[src/rtl/sigma_delta_pkg.sv]
// Shared types and helpers for the sigma-delta feeder (sample widths up to MAX_W bits).
package sigma_delta_pkg;

   localparam int MAX_W = 32;

   typedef enum logic [1:0] {
      OFF       = 2'd0,
      RAMP_UP   = 2'd1,
      RUN       = 2'd2,
      RAMP_DOWN = 2'd3
   } feeder_state_t;

   function automatic logic [MAX_W-1:0] mid_value(input int w);
      return MAX_W'(1) << (w - 1);
   endfunction

   // Signed two's complement to offset binary is an MSB flip; the caller truncates to w bits.
   function automatic logic [MAX_W-1:0] to_offset_binary(input logic signed [MAX_W-1:0] s,
                                                         input int w);
      return s ^ mid_value(w);
   endfunction

endpackage

[src/rtl/sigma_delta_feeder_if.sv]
// Sample stream from the mixer into the sigma-delta feeder (valid/ready).
interface sigma_delta_feeder_if #(
   parameter int N = 16
);
   logic signed [N-1:0] s_data;
   logic                s_valid;
   logic                s_ready;

   modport master (output s_data, output s_valid, input s_ready);
   modport slave  (input s_data, input s_valid, output s_ready);
endinterface

[src/rtl/sample_fifo.sv]
// Small synchronous sample FIFO with a synchronous flush; DEPTH must be a power of 2.
module sample_fifo #(
   parameter int N     = 16,
   parameter int DEPTH = 4
) (
   input  logic                clk,
   input  logic                n_reset,
   input  logic                flush,
   input  logic                push,
   input  logic signed [N-1:0] din,
   input  logic                pop,
   output logic signed [N-1:0] dout,
   output logic                full,
   output logic                empty
);
   localparam int AW = $clog2(DEPTH);

   logic signed [N-1:0] mem [DEPTH];
   logic [AW-1:0]       rd_ptr;
   logic [AW-1:0]       wr_ptr;
   logic [AW:0]         count;
   logic                do_push;
   logic                do_pop;

   assign full    = (count == (AW+1)'(DEPTH));
   assign empty   = (count == '0);
   assign dout    = mem[rd_ptr];
   assign do_pop  = pop && !empty;
   assign do_push = push && (!full || do_pop);

   always_ff @(posedge clk) begin
      if (do_push) mem[wr_ptr] <= din;
   end

   always_ff @(posedge clk or negedge n_reset) begin
      if (!n_reset) begin
         rd_ptr <= '0;
         wr_ptr <= '0;
         count  <= '0;
      end else if (flush) begin
         rd_ptr <= '0;
         wr_ptr <= '0;
         count  <= '0;
      end else begin
         if (do_push) wr_ptr <= wr_ptr + 1'b1;
         if (do_pop)  rd_ptr <= rd_ptr + 1'b1;
         case ({do_push, do_pop})
            2'b10:   count <= count + 1'b1;
            2'b01:   count <= count - 1'b1;
            default: count <= count;
         endcase
      end
   end
endmodule

[src/rtl/sigma_delta_feeder.sv]
// Paces buffered audio samples onto the sigma-delta DAC word with pop-free soft start/stop.
// Optional SIGMA_DELTA_FEEDER_UNDERRUN_CNT_EN adds a saturating underrun counter output.
module sigma_delta_feeder
   import sigma_delta_pkg::*;
#(
   parameter int         N         = 16,
   parameter int         DIV       = 20,
   parameter int         DEPTH     = 4,
   parameter logic [N-1:0] RAMP_STEP = N'(16'h0100)
) (
   input  logic              clk,
   input  logic              n_reset,
   input  logic              enable,
   input  logic              clr_underrun,
   sigma_delta_feeder_if.slave s,
   output logic [N-1:0]      dac_in,
   output logic              sample_tick,
   output logic              running,
   output logic              underrun
`ifdef SIGMA_DELTA_FEEDER_UNDERRUN_CNT_EN
   ,output logic [7:0]       underrun_cnt
`endif
);
   localparam int           CW          = $clog2(DIV);
   localparam logic [N-1:0] MID         = N'(mid_value(N));
   localparam logic [1:0]   S_OFF       = 2'(OFF);
   localparam logic [1:0]   S_RAMP_UP   = 2'(RAMP_UP);
   localparam logic [1:0]   S_RUN       = 2'(RUN);
   localparam logic [1:0]   S_RAMP_DOWN = 2'(RAMP_DOWN);

   // Re-entry into RAMP_UP can start above MID, so the step is taken toward MID from either side.
   function automatic logic [N-1:0] step_to_mid(input logic [N-1:0] v);
      logic [N:0] up;
      up = {1'b0, v} + {1'b0, RAMP_STEP};
      if (v < MID) return (up >= {1'b0, MID}) ? MID : up[N-1:0];
      else         return ((v - MID) > RAMP_STEP) ? (v - RAMP_STEP) : MID;
   endfunction

   function automatic logic [N-1:0] sat_sub_step(input logic [N-1:0] v);
      return (v > RAMP_STEP) ? (v - RAMP_STEP) : '0;
   endfunction

   logic [CW-1:0]       div_cnt;
   logic [1:0]          state;
   logic [1:0]          state_nxt;
   logic [N-1:0]        dac_nxt;
   logic [N-1:0]        ramp_up_val;
   logic [N-1:0]        ramp_dn_val;
   logic signed [N-1:0] fifo_head;
   logic                fifo_full;
   logic                fifo_empty;
   logic                fifo_push;
   logic                fifo_pop;
   logic                fifo_flush;
   logic                underrun_evt;

   always_ff @(posedge clk or negedge n_reset) begin
      if (!n_reset) begin
         div_cnt     <= CW'(DIV - 1);
         sample_tick <= 1'b0;
      end else if (div_cnt == '0) begin
         div_cnt     <= CW'(DIV - 1);
         sample_tick <= 1'b1;
      end else begin
         div_cnt     <= div_cnt - 1'b1;
         sample_tick <= 1'b0;
      end
   end

   assign s.s_ready    = (state != S_OFF) && !fifo_full;
   assign fifo_push    = s.s_valid && s.s_ready;
   assign ramp_up_val  = step_to_mid(dac_in);
   assign ramp_dn_val  = sat_sub_step(dac_in);
   assign fifo_pop     = sample_tick && (state == S_RUN) && enable && !fifo_empty;
   assign underrun_evt = sample_tick && (state == S_RUN) && enable && fifo_empty;
   assign fifo_flush   = (state == S_OFF) ||
                         (sample_tick && (state == S_RAMP_DOWN) && (state_nxt == S_OFF));

   sample_fifo #(.N(N), .DEPTH(DEPTH)) u_fifo (
      .clk     (clk),
      .n_reset (n_reset),
      .flush   (fifo_flush),
      .push    (fifo_push),
      .din     (s.s_data),
      .pop     (fifo_pop),
      .dout    (fifo_head),
      .full    (fifo_full),
      .empty   (fifo_empty)
   );

   always_comb begin
      state_nxt = state;
      dac_nxt   = dac_in;
      case (state)
         S_OFF: begin
            dac_nxt = '0;
            if (enable) state_nxt = S_RAMP_UP;
         end
         S_RAMP_UP: begin
            if (!enable) begin
               state_nxt = S_RAMP_DOWN;
            end else begin
               dac_nxt = ramp_up_val;
               if (ramp_up_val == MID) state_nxt = S_RUN;
            end
         end
         S_RUN: begin
            if (!enable)          state_nxt = S_RAMP_DOWN;
            else if (!fifo_empty) dac_nxt   = N'(to_offset_binary(MAX_W'(fifo_head), N));
         end
         default: begin
            if (enable) begin
               state_nxt = S_RAMP_UP;
            end else begin
               dac_nxt = ramp_dn_val;
               if (ramp_dn_val == '0) state_nxt = S_OFF;
            end
         end
      endcase
   end

   // State and DAC word only move on sample ticks.
   always_ff @(posedge clk or negedge n_reset) begin
      if (!n_reset) begin
         state   <= S_OFF;
         dac_in  <= '0;
         running <= 1'b0;
      end else if (sample_tick) begin
         state   <= state_nxt;
         dac_in  <= dac_nxt;
         running <= (state_nxt == S_RUN);
      end
   end

   always_ff @(posedge clk or negedge n_reset) begin
      if (!n_reset)          underrun <= 1'b0;
      else if (underrun_evt) underrun <= 1'b1;
      else if (clr_underrun) underrun <= 1'b0;
   end

`ifdef SIGMA_DELTA_FEEDER_UNDERRUN_CNT_EN
   always_ff @(posedge clk or negedge n_reset) begin
      if (!n_reset) begin
         underrun_cnt <= 8'd0;
      end else if (underrun_evt) begin
         if (clr_underrun)               underrun_cnt <= 8'd1;
         else if (underrun_cnt != 8'hFF) underrun_cnt <= underrun_cnt + 8'd1;
      end else if (clr_underrun) begin
         underrun_cnt <= 8'd0;
      end
   end
`endif

endmodule

[src/flat_wrapper.sv]
// flat-port wrapper written by rule: the top's interface ports become plain ports
module sigma_delta_feeder_flat import sigma_delta_pkg::*;
#(
   parameter int         N         = 16,
   parameter int         DIV       = 20,
   parameter int         DEPTH     = 4,
   parameter logic [N-1:0] RAMP_STEP = N'(16'h0100)
)
  (clk, n_reset, enable, clr_underrun, dac_in, sample_tick, running, underrun, s_s_data, s_s_valid, s_s_ready);
  sigma_delta_feeder_if #(.N(N)) s_i ();
  input  logic clk;
  input  logic n_reset;
  input  logic enable;
  input  logic clr_underrun;
  output logic [N-1:0] dac_in;
  output logic sample_tick;
  output logic running;
  output logic underrun;
  input wire logic [$bits(s_i.s_data)-1:0] s_s_data;
  input wire logic [$bits(s_i.s_valid)-1:0] s_s_valid;
  output wire logic [$bits(s_i.s_ready)-1:0] s_s_ready;
  assign s_i.s_data = s_s_data;
  assign s_i.s_valid = s_s_valid;
  assign s_s_ready = s_i.s_ready;
  sigma_delta_feeder #(.N(N), .DIV(DIV), .DEPTH(DEPTH), .RAMP_STEP(RAMP_STEP)) u_core (.clk(clk), .n_reset(n_reset), .enable(enable), .clr_underrun(clr_underrun), .s(s_i), .dac_in(dac_in), .sample_tick(sample_tick), .running(running), .underrun(underrun));
endmodule
[config.mk]
export PLATFORM = sky130hd
export DESIGN_NAME = sigma_delta_feeder_flat
export DESIGN_NICKNAME = d
export VERILOG_FILES = /design/src/rtl/sigma_delta_pkg.sv /design/src/rtl/sigma_delta_feeder_if.sv /design/src/rtl/sample_fifo.sv /design/src/rtl/sigma_delta_feeder.sv /design/src/flat_wrapper.sv
export SDC_FILE = /design/constraint.sdc
export NUM_CORES = 1
export LEC_CHECK = 0
export CAP_MARGIN = 30
export CORE_UTILIZATION = 55
export DETAILED_ROUTE_END_ITERATION = 12
export GPL_TIMING_DRIVEN = 0
export PLACE_DENSITY = 0.83
export SYNTH_ARGS = -nofsm -noshare
export SYNTH_HDL_FRONTEND = slang
export SYNTH_SLANG_ARGS = --single-unit
[constraint.sdc]
create_clock -name clk -period 3.2 [get_ports clk]
set_input_delay 0.48 -clock clk [delete_from_list [all_inputs] [get_ports clk]]
set_output_delay 0.48 -clock clk [all_outputs]
set_load 0.05 [all_outputs]
==> flow_summary_export.csv, run 1 <==
group,metric,value,unit
pwr,power.density,664,mW/mm^2
setup_path,critPathKind,"register to primary output",
clock_network,clockRootBuffer,"clkbuf_8",
setup_path,crit_path_end_kind,"primary output",
routing,num_vias,3422,
place,io_buffers,40,
sta,fin_crit,3.07,ns
sta,whs,0.180,ns
global_routing,grt_pass1_wl,17.4,mm
setup_path,startpoint,"u_core.state[0]$_DFFE_PN0P_",
clock_network,h-tree-depth,3,
routing,viasPerCell,6.20,
place,dpl_cell_area,0.00546,sq mm
sta,period_share,96.0,%
clock_network,cts_sinks,97,
setup_path,start_kind,"register",
routing,drtIter0Drc,266,
hold_path,hp-class,"primary input to async pin",
synthesis,yosysUniqueCellTypes,69,
synthesis,synth_commonest_cells,"edfxtp_1, dfrtp_1, inv_1, nand2_1, o21ai_0",
die,start_util,56.8,%
synthesis,synthArstFlopShare,34.0,%
global_routing,antenna_found_initial,0,
clock_network,clkLatencyLatePin,0.37,ns
setup_path,cp.arrival,2.59,ns
routing,routed_wirelength,10.8,mm
pwr,p_int,0.00236,W
pwr,p_leak,2.06,nW
cells_and_area,syn_to_final_growth,15.8,%
synthesis,synth_nets,421,
sta,rsz0062_at_grt,"false",
sta,finalMaxSlewViolations,0,
setup_path,r2r_start,"u_core.dac_in[9]$_DFFE_PN0P_",
flow_run,drv_cap,0,
synthesis,synthTopCellsByArea,"edfxtp_1, dfrtp_1, mux4_2",
routing,ant_nets,0,
place,numPlacedInstances,533,
sta,finalClockSkew,0.0253,ns
pwr,combPwrFrac,35.6,%
sta,setup_viol,0,
die,die-area,0.00934,sq mm
cells_and_area,stdcell_area,0.00570,sq mm
synthesis,yosysTopAreaCellShare,39.0,%
synthesis,syn_area,0.00493,sq mm
synthesis,yosys_most_used_dff,"edfxtp_1",
synthesis,synth_cells,385,
clock_network,clk_pin_slew,0.11,ns
die,coreArea,0.00868,sq mm
sta,setup-tns-final,0,ns
pwr,power_switching,0.00143,W
cells_and_area,utilization,65.7,%
synthesis,ys_ff_latch,97,
routing,drc,0,
synthesis,synth_top_area_cell,"edfxtp_1",
synthesis,synth_seq_area_share,55.9,%
pwr,p_clk_share,19.9,%
clock_network,cts_tree,"done",
setup_path,critPathMaxFanout,10,
synthesis,yosysMostFrequentCell,"edfxtp_1",
global_routing,grt_max_degree,34,
cells_and_area,instances_no_fill,552,
place,hpwl,7.67,mm
pwr,switching_share,37.7,%
cells_and_area,nets,475,
die,die_height,96.6,um
sta,hold_viol,0,
cells_and_area,fillers,657,
cells_and_area,drive_gt1_share,16.0,%
synthesis,syn_avg_cell_area,12.8,sq um
die,std_cell_rows,34,
pwr,vdd_ir_drop_max,0.000476,V
sta,fmax,0.326,GHz
die,io_pins,41,
synthesis,yosysWarnings,0,
cells_and_area,n_antenna_cell,0,
die,die_w,96.6,um
clock_network,numCtsBuffers,9,
pwr,seq_power_share,44.5,%
routing,drt-pass1-iter-count,5,
global_routing,grt_pass1_vias,3351,
sta,worstMarginPinSlew,0.869,ns
clock_network,cts-hold-fix-buffers,0,
global_routing,grt_usage,24.0,%
routing,wl_per_cell,19.6,um
run_status,status,"finished, final reports clean",
clock_network,ctsLongestPathBuffers,2,
sta,slew_headroom,41.6,%
setup_path,cp_data_required_time,2.72,ns
global_routing,overflow,0,
synthesis,synth_edf_count,64,
place,globalplace.congestion,0.909,
[power groups by stage]
stage                     sequential [W]  clock (W)  combinational (W)
after detailed placement         0.00171          0            0.00130
final                            0.00169   0.000755            0.00135
after global routing             0.00171   0.000812            0.00146
after global placement           0.00169          0            0.00127
after CTS                        0.00169   0.000764            0.00130
after floorplan                  0.00181          0           0.000799
[final timing paths]
path | end | slack, ns | depth (start not counted)
max | s_s_ready | 0.13 | 5
min | u_core.dac_in[13]$_DFFE_PN0P_ | 0.18 | 1
max reg2reg | u_core.u_fifo.rd_ptr[1]$_DFFE_PN0P_ | 0.16 | 11
min reg2reg | u_core.div_cnt[0]$_DFF_PN1_ | 0.48 | 1
max in group asynchronous | u_core.dac_in[7]$_DFFE_PN0P_ | 2.52 | 1
min in group clk | u_core.div_cnt[0]$_DFF_PN1_ | 0.48 | 1
[critical path, stage by stage, from the launching register on]
cell and delay, ns:
dfrtp_1 0.50, inv_1 0.10, ha_1 0.24, buf_1 0.29
a21oi_2 0.25, clkdlybuf4s50_1 0.83
[routing by layer]
| layer | share of wire (%) | global-route usage [%] | up-vias |
|---|---|---|---|
| li1 | - | - | 1591 |
| met1 | 43 | 31.6 | 1697 |
| met2 | 50 | 40.2 | 117 |
| met3 | 5.7 | 4.84 | 17 |
| met4 | 1.8 | 7.69 | 0 |
| met5 | 0 | 0 | - |
[stage by stage]
step	total power, W	worst slack [ns]
after floorplan	0.00261	0.154
after global placement	0.00297	0.0795
after detailed placement	0.00301	0.0440
after CTS	0.00375	0.0130
after global routing	0.00398	0.0130
final	0.00379	0.129
[cell usage in the layout (no fill, tap or decap), types with 4 or more instances in the layout]
master,count
ha_1,13
edfxtp_1,64
o21ai_0,20
o211ai_1,4
dfrtp_1,30
nor2_1,11
a211oi_1,4
nor4_1,5
o22ai_1,5
or3_1,4
nand2_1,25
nand4_1,4
nand3_1,9
clkdlybuf4s50_1,39
mux4_2,16
nor3_1,8
nand2b_1,4
inv_1,27
xnor2_1,6
and3_1,7
a21oi_1,9
buf_2,6
o21ai_1,5
clkbuf_8,9
clkbuf_1,15
a211oi_2,7
[layout make-up]
| cell class | count | area [sq um] | area share [%] |
|---|---|---|---|
| Multi-Input combinational cell | 237 | 2020 | 35.4 |
| Sequential cell | 97 | 2750 | 48.2 |
| Tap cell | 108 | 135 | 2.37 |
| Buffer | 23 | 92.6 | 1.62 |
| Inverter | 28 | 105 | 1.84 |
| Clock buffer | 9 | 124 | 2.17 |
| Clock inverter | 7 | 60.1 | 1.05 |
| Timing Repair Buffer | 43 | 418 | 7.33 |
[state kept, by name, summed over array words and instances, names as in the netlist]
| signal | count |
|---|---|
| u_core.underrun | 1 |
| u_core.u_fifo.rd_ptr | 2 |
| u_core.running | 1 |
| u_core.state | 2 |
| u_core.u_fifo.wr_ptr | 2 |
| u_core.u_fifo.mem | 64 |
| u_core.dac_in | 16 |
| u_core.u_fifo.count | 3 |
| u_core.div_cnt | 5 |
| u_core.sample_tick | 1 |
[logic make-up (layout without fill, tap and decap cells)]
kind of cell               Yosys count  in the layout  synth area share (%)
xor gates and xnor gates             8              8                  1.42
buffers and inverters               51            110                  4.01
AOI/OAI and AO/OA                   90             90                  14.5
muxes                               19             19                  7.92
and+or+nand+nor                    105            105                  12.3
DFF                                 97             97                  55.9
adders and majority gates           15             15                  3.96
[what timing repair did]
item | 4_1_cts | 5_1_grt
endpoints found under the setup margin | 0 | 21
gates resized for setup | 0 | 6
setup buffers | 0 | 3
No activity file was read; power rests on OpenSTA's default activity.
==> run 2, diff against run 1 <==
- CAP_MARGIN: 30 -> default
==> results of run 2 <==
Final layout, timing and power as in run 1 (identical DEF).
==> run 3, diff against run 2 <==
- GPL_ROUTABILITY_DRIVEN: default -> 0
==> flow_summary_export.csv, run 3 (synthesized netlist as in run 1, its figures left out) <==
group,metric,value,unit
cells_and_area,largest_register_ffs,64,
global_routing,grt_usage,24.2,%
die,io_pins,41,
sta,setup_viol,0,
global_routing,grt_pass1_wl,17.6,mm
sta,period_share,95.7,%
die,coreArea,0.00868,sq mm
global_routing,grt_pass1_vias,3407,
die,die_w,96.6,um
sta,setup_ws,0.139,ns
cells_and_area,largest-register,"u_core.u_fifo.mem",
die,die_height,96.6,um
setup_path,critPathKind,"register to primary output",
sta,fin_crit,3.06,ns
cells_and_area,stdcell_area,0.00574,sq mm
place,pre_cts_slack,0.0575,ns
clock_network,ctsLongestPathBuffers,2,
routing,ant_nets,0,
cells_and_area,layout_common_cells,"edfxtp_1, clkdlybuf4s50_1, dfrtp_1",
setup_path,critPathMaxFanout,10,
pwr,p_leak,2.07,nW
sta,finalClockSkew,0.0101,ns
cells_and_area,largestRegisters,"u_core.u_fifo.mem (64), u_core.dac_in (16), u_core.div_cnt (5)",
clock_network,cts_sinks,97,
clock_network,clk_pin_slew,0.10,ns
sta,finalMaxSlewViolations,0,
place,dpl_cell_area,0.00546,sq mm
clock_network,h-tree-depth,3,
routing,drc,0,
sta,worstMarginPinSlew,0.850,ns
clock_network,cts-hold-fix-buffers,0,
sta,rsz0062_at_grt,"false",
clock_network,postCtsSetupRepairBufs,0,
place,hpwl,7.36,mm
routing,drtIter0Drc,255,
die,std_cell_rows,34,
routing,num_vias,3474,
cells_and_area,final_common_cell,"edfxtp_1",
setup_path,crit_path_end_kind,"primary output",
setup_path,start_kind,"register",
hold_path,hp-class,"primary input to async pin",
setup_path,cp.arrival,2.58,ns
clock_network,clockRootBuffer,"clkbuf_8",
clock_network,cts_tree,"done",
clock_network,cts_resized,0,
routing,routed_wirelength,10.8,mm
global_routing,overflow,0,
clock_network,clkLatencyLatePin,0.37,ns
routing,drt-pass1-iter-count,5,
pwr,vdd_ir_drop_max,0.000413,V
cells_and_area,drive_gt1_share,15.9,%
global_routing,grt_max_degree,34,
setup_path,cp_data_required_time,2.72,ns
sta,fmax,0.327,GHz
pwr,power.density,690,mW/mm^2
die,start_util,56.8,%
cells_and_area,instances_no_fill,549,
place,io_buffers,40,
cells_and_area,nets,472,
clock_network,numCtsBuffers,9,
place,numPlacedInstances,533,
sta,setup-tns-final,0,ns
sta,slew_headroom,42.8,%
routing,wl_per_cell,19.8,um
global_routing,antenna_found_initial,0,
flow_run,drv_cap,0,
routing,viasPerCell,6.33,
cells_and_area,n_antenna_cell,0,
run_status,status,"finished, final reports clean",
sta,hold_viol,0,
die,die-area,0.00934,sq mm
cells_and_area,syn_to_final_growth,16.5,%
run 3: where the power goes:
group / switching [W] / internal, W / leakage, nW
registers: 0.000132 / 0.00156 / 1.00
clock network: 0.000463 / 0.000457 / 0.118
logic: 0.000854 / 0.000499 / 0.956
total: 0.00145 / 0.00251 / 2.07
run 3: final timing paths:
check	endpoint	from	depth (start not counted)	slack, ns
hold / removal	u_core.state[0]$_DFFE_PN0P_	n_reset	1	0.17
setup / recovery	s_s_ready	u_core.state[0]$_DFFE_PN0P_	5	0.14
min in group clk	u_core.div_cnt[0]$_DFF_PN1_	u_core.div_cnt[0]$_DFF_PN1_	1	0.46
setup reg to reg	u_core.u_fifo.count[1]$_DFFE_PN0P_	u_core.dac_in[9]$_DFFE_PN0P_	11	0.15
max in group asynchronous	u_core.dac_in[4]$_DFFE_PN0P_	n_reset	1	2.55
hold reg to reg	u_core.div_cnt[0]$_DFF_PN1_	u_core.div_cnt[0]$_DFF_PN1_	1	0.46
run 3: metal layers:
metal / part of all wire, % / track usage, % / wire length [um]
met5: 0 / 0 / 0
met4: 2.6 / 10.9 / 281
met3: 6.5 / 3.25 / 703
met2: 49 / 39.4 / 5320
met1: 42 / 32.7 / 4530
run 3: final cells by class:
type	instances	area (sq um)
Buffer	23	93.8
Clock buffer	9	124
Clock inverter	7	109
Fill cell	634	2940
Inverter	28	105
Multi-Input combinational cell	237	2030
Sequential cell	97	2750
Tap cell	108	135
Timing Repair Buffer	40	395
run 3: stage by stage:
step / util (%) / hold WS (ns) / power (W)
after floorplan: - / 0.184 / 0.00261
after global placement: 63.0 / 0.437 / 0.00294
after CTS: 65.6 / 0.184 / 0.00391
after global routing: 66.1 / 0.223 / 0.00414
after detailed placement: 62.9 / 0.446 / 0.00300
final: 66.1 / 0.168 / 0.00396
run 3: critical path: stages, from the launching register on:
cell	delay, ns
dfrtp_1	0.51
inv_1	0.11
ha_1	0.24
clkbuf_2	0.24
a21oi_2	0.27
clkdlybuf4s50_1	0.85
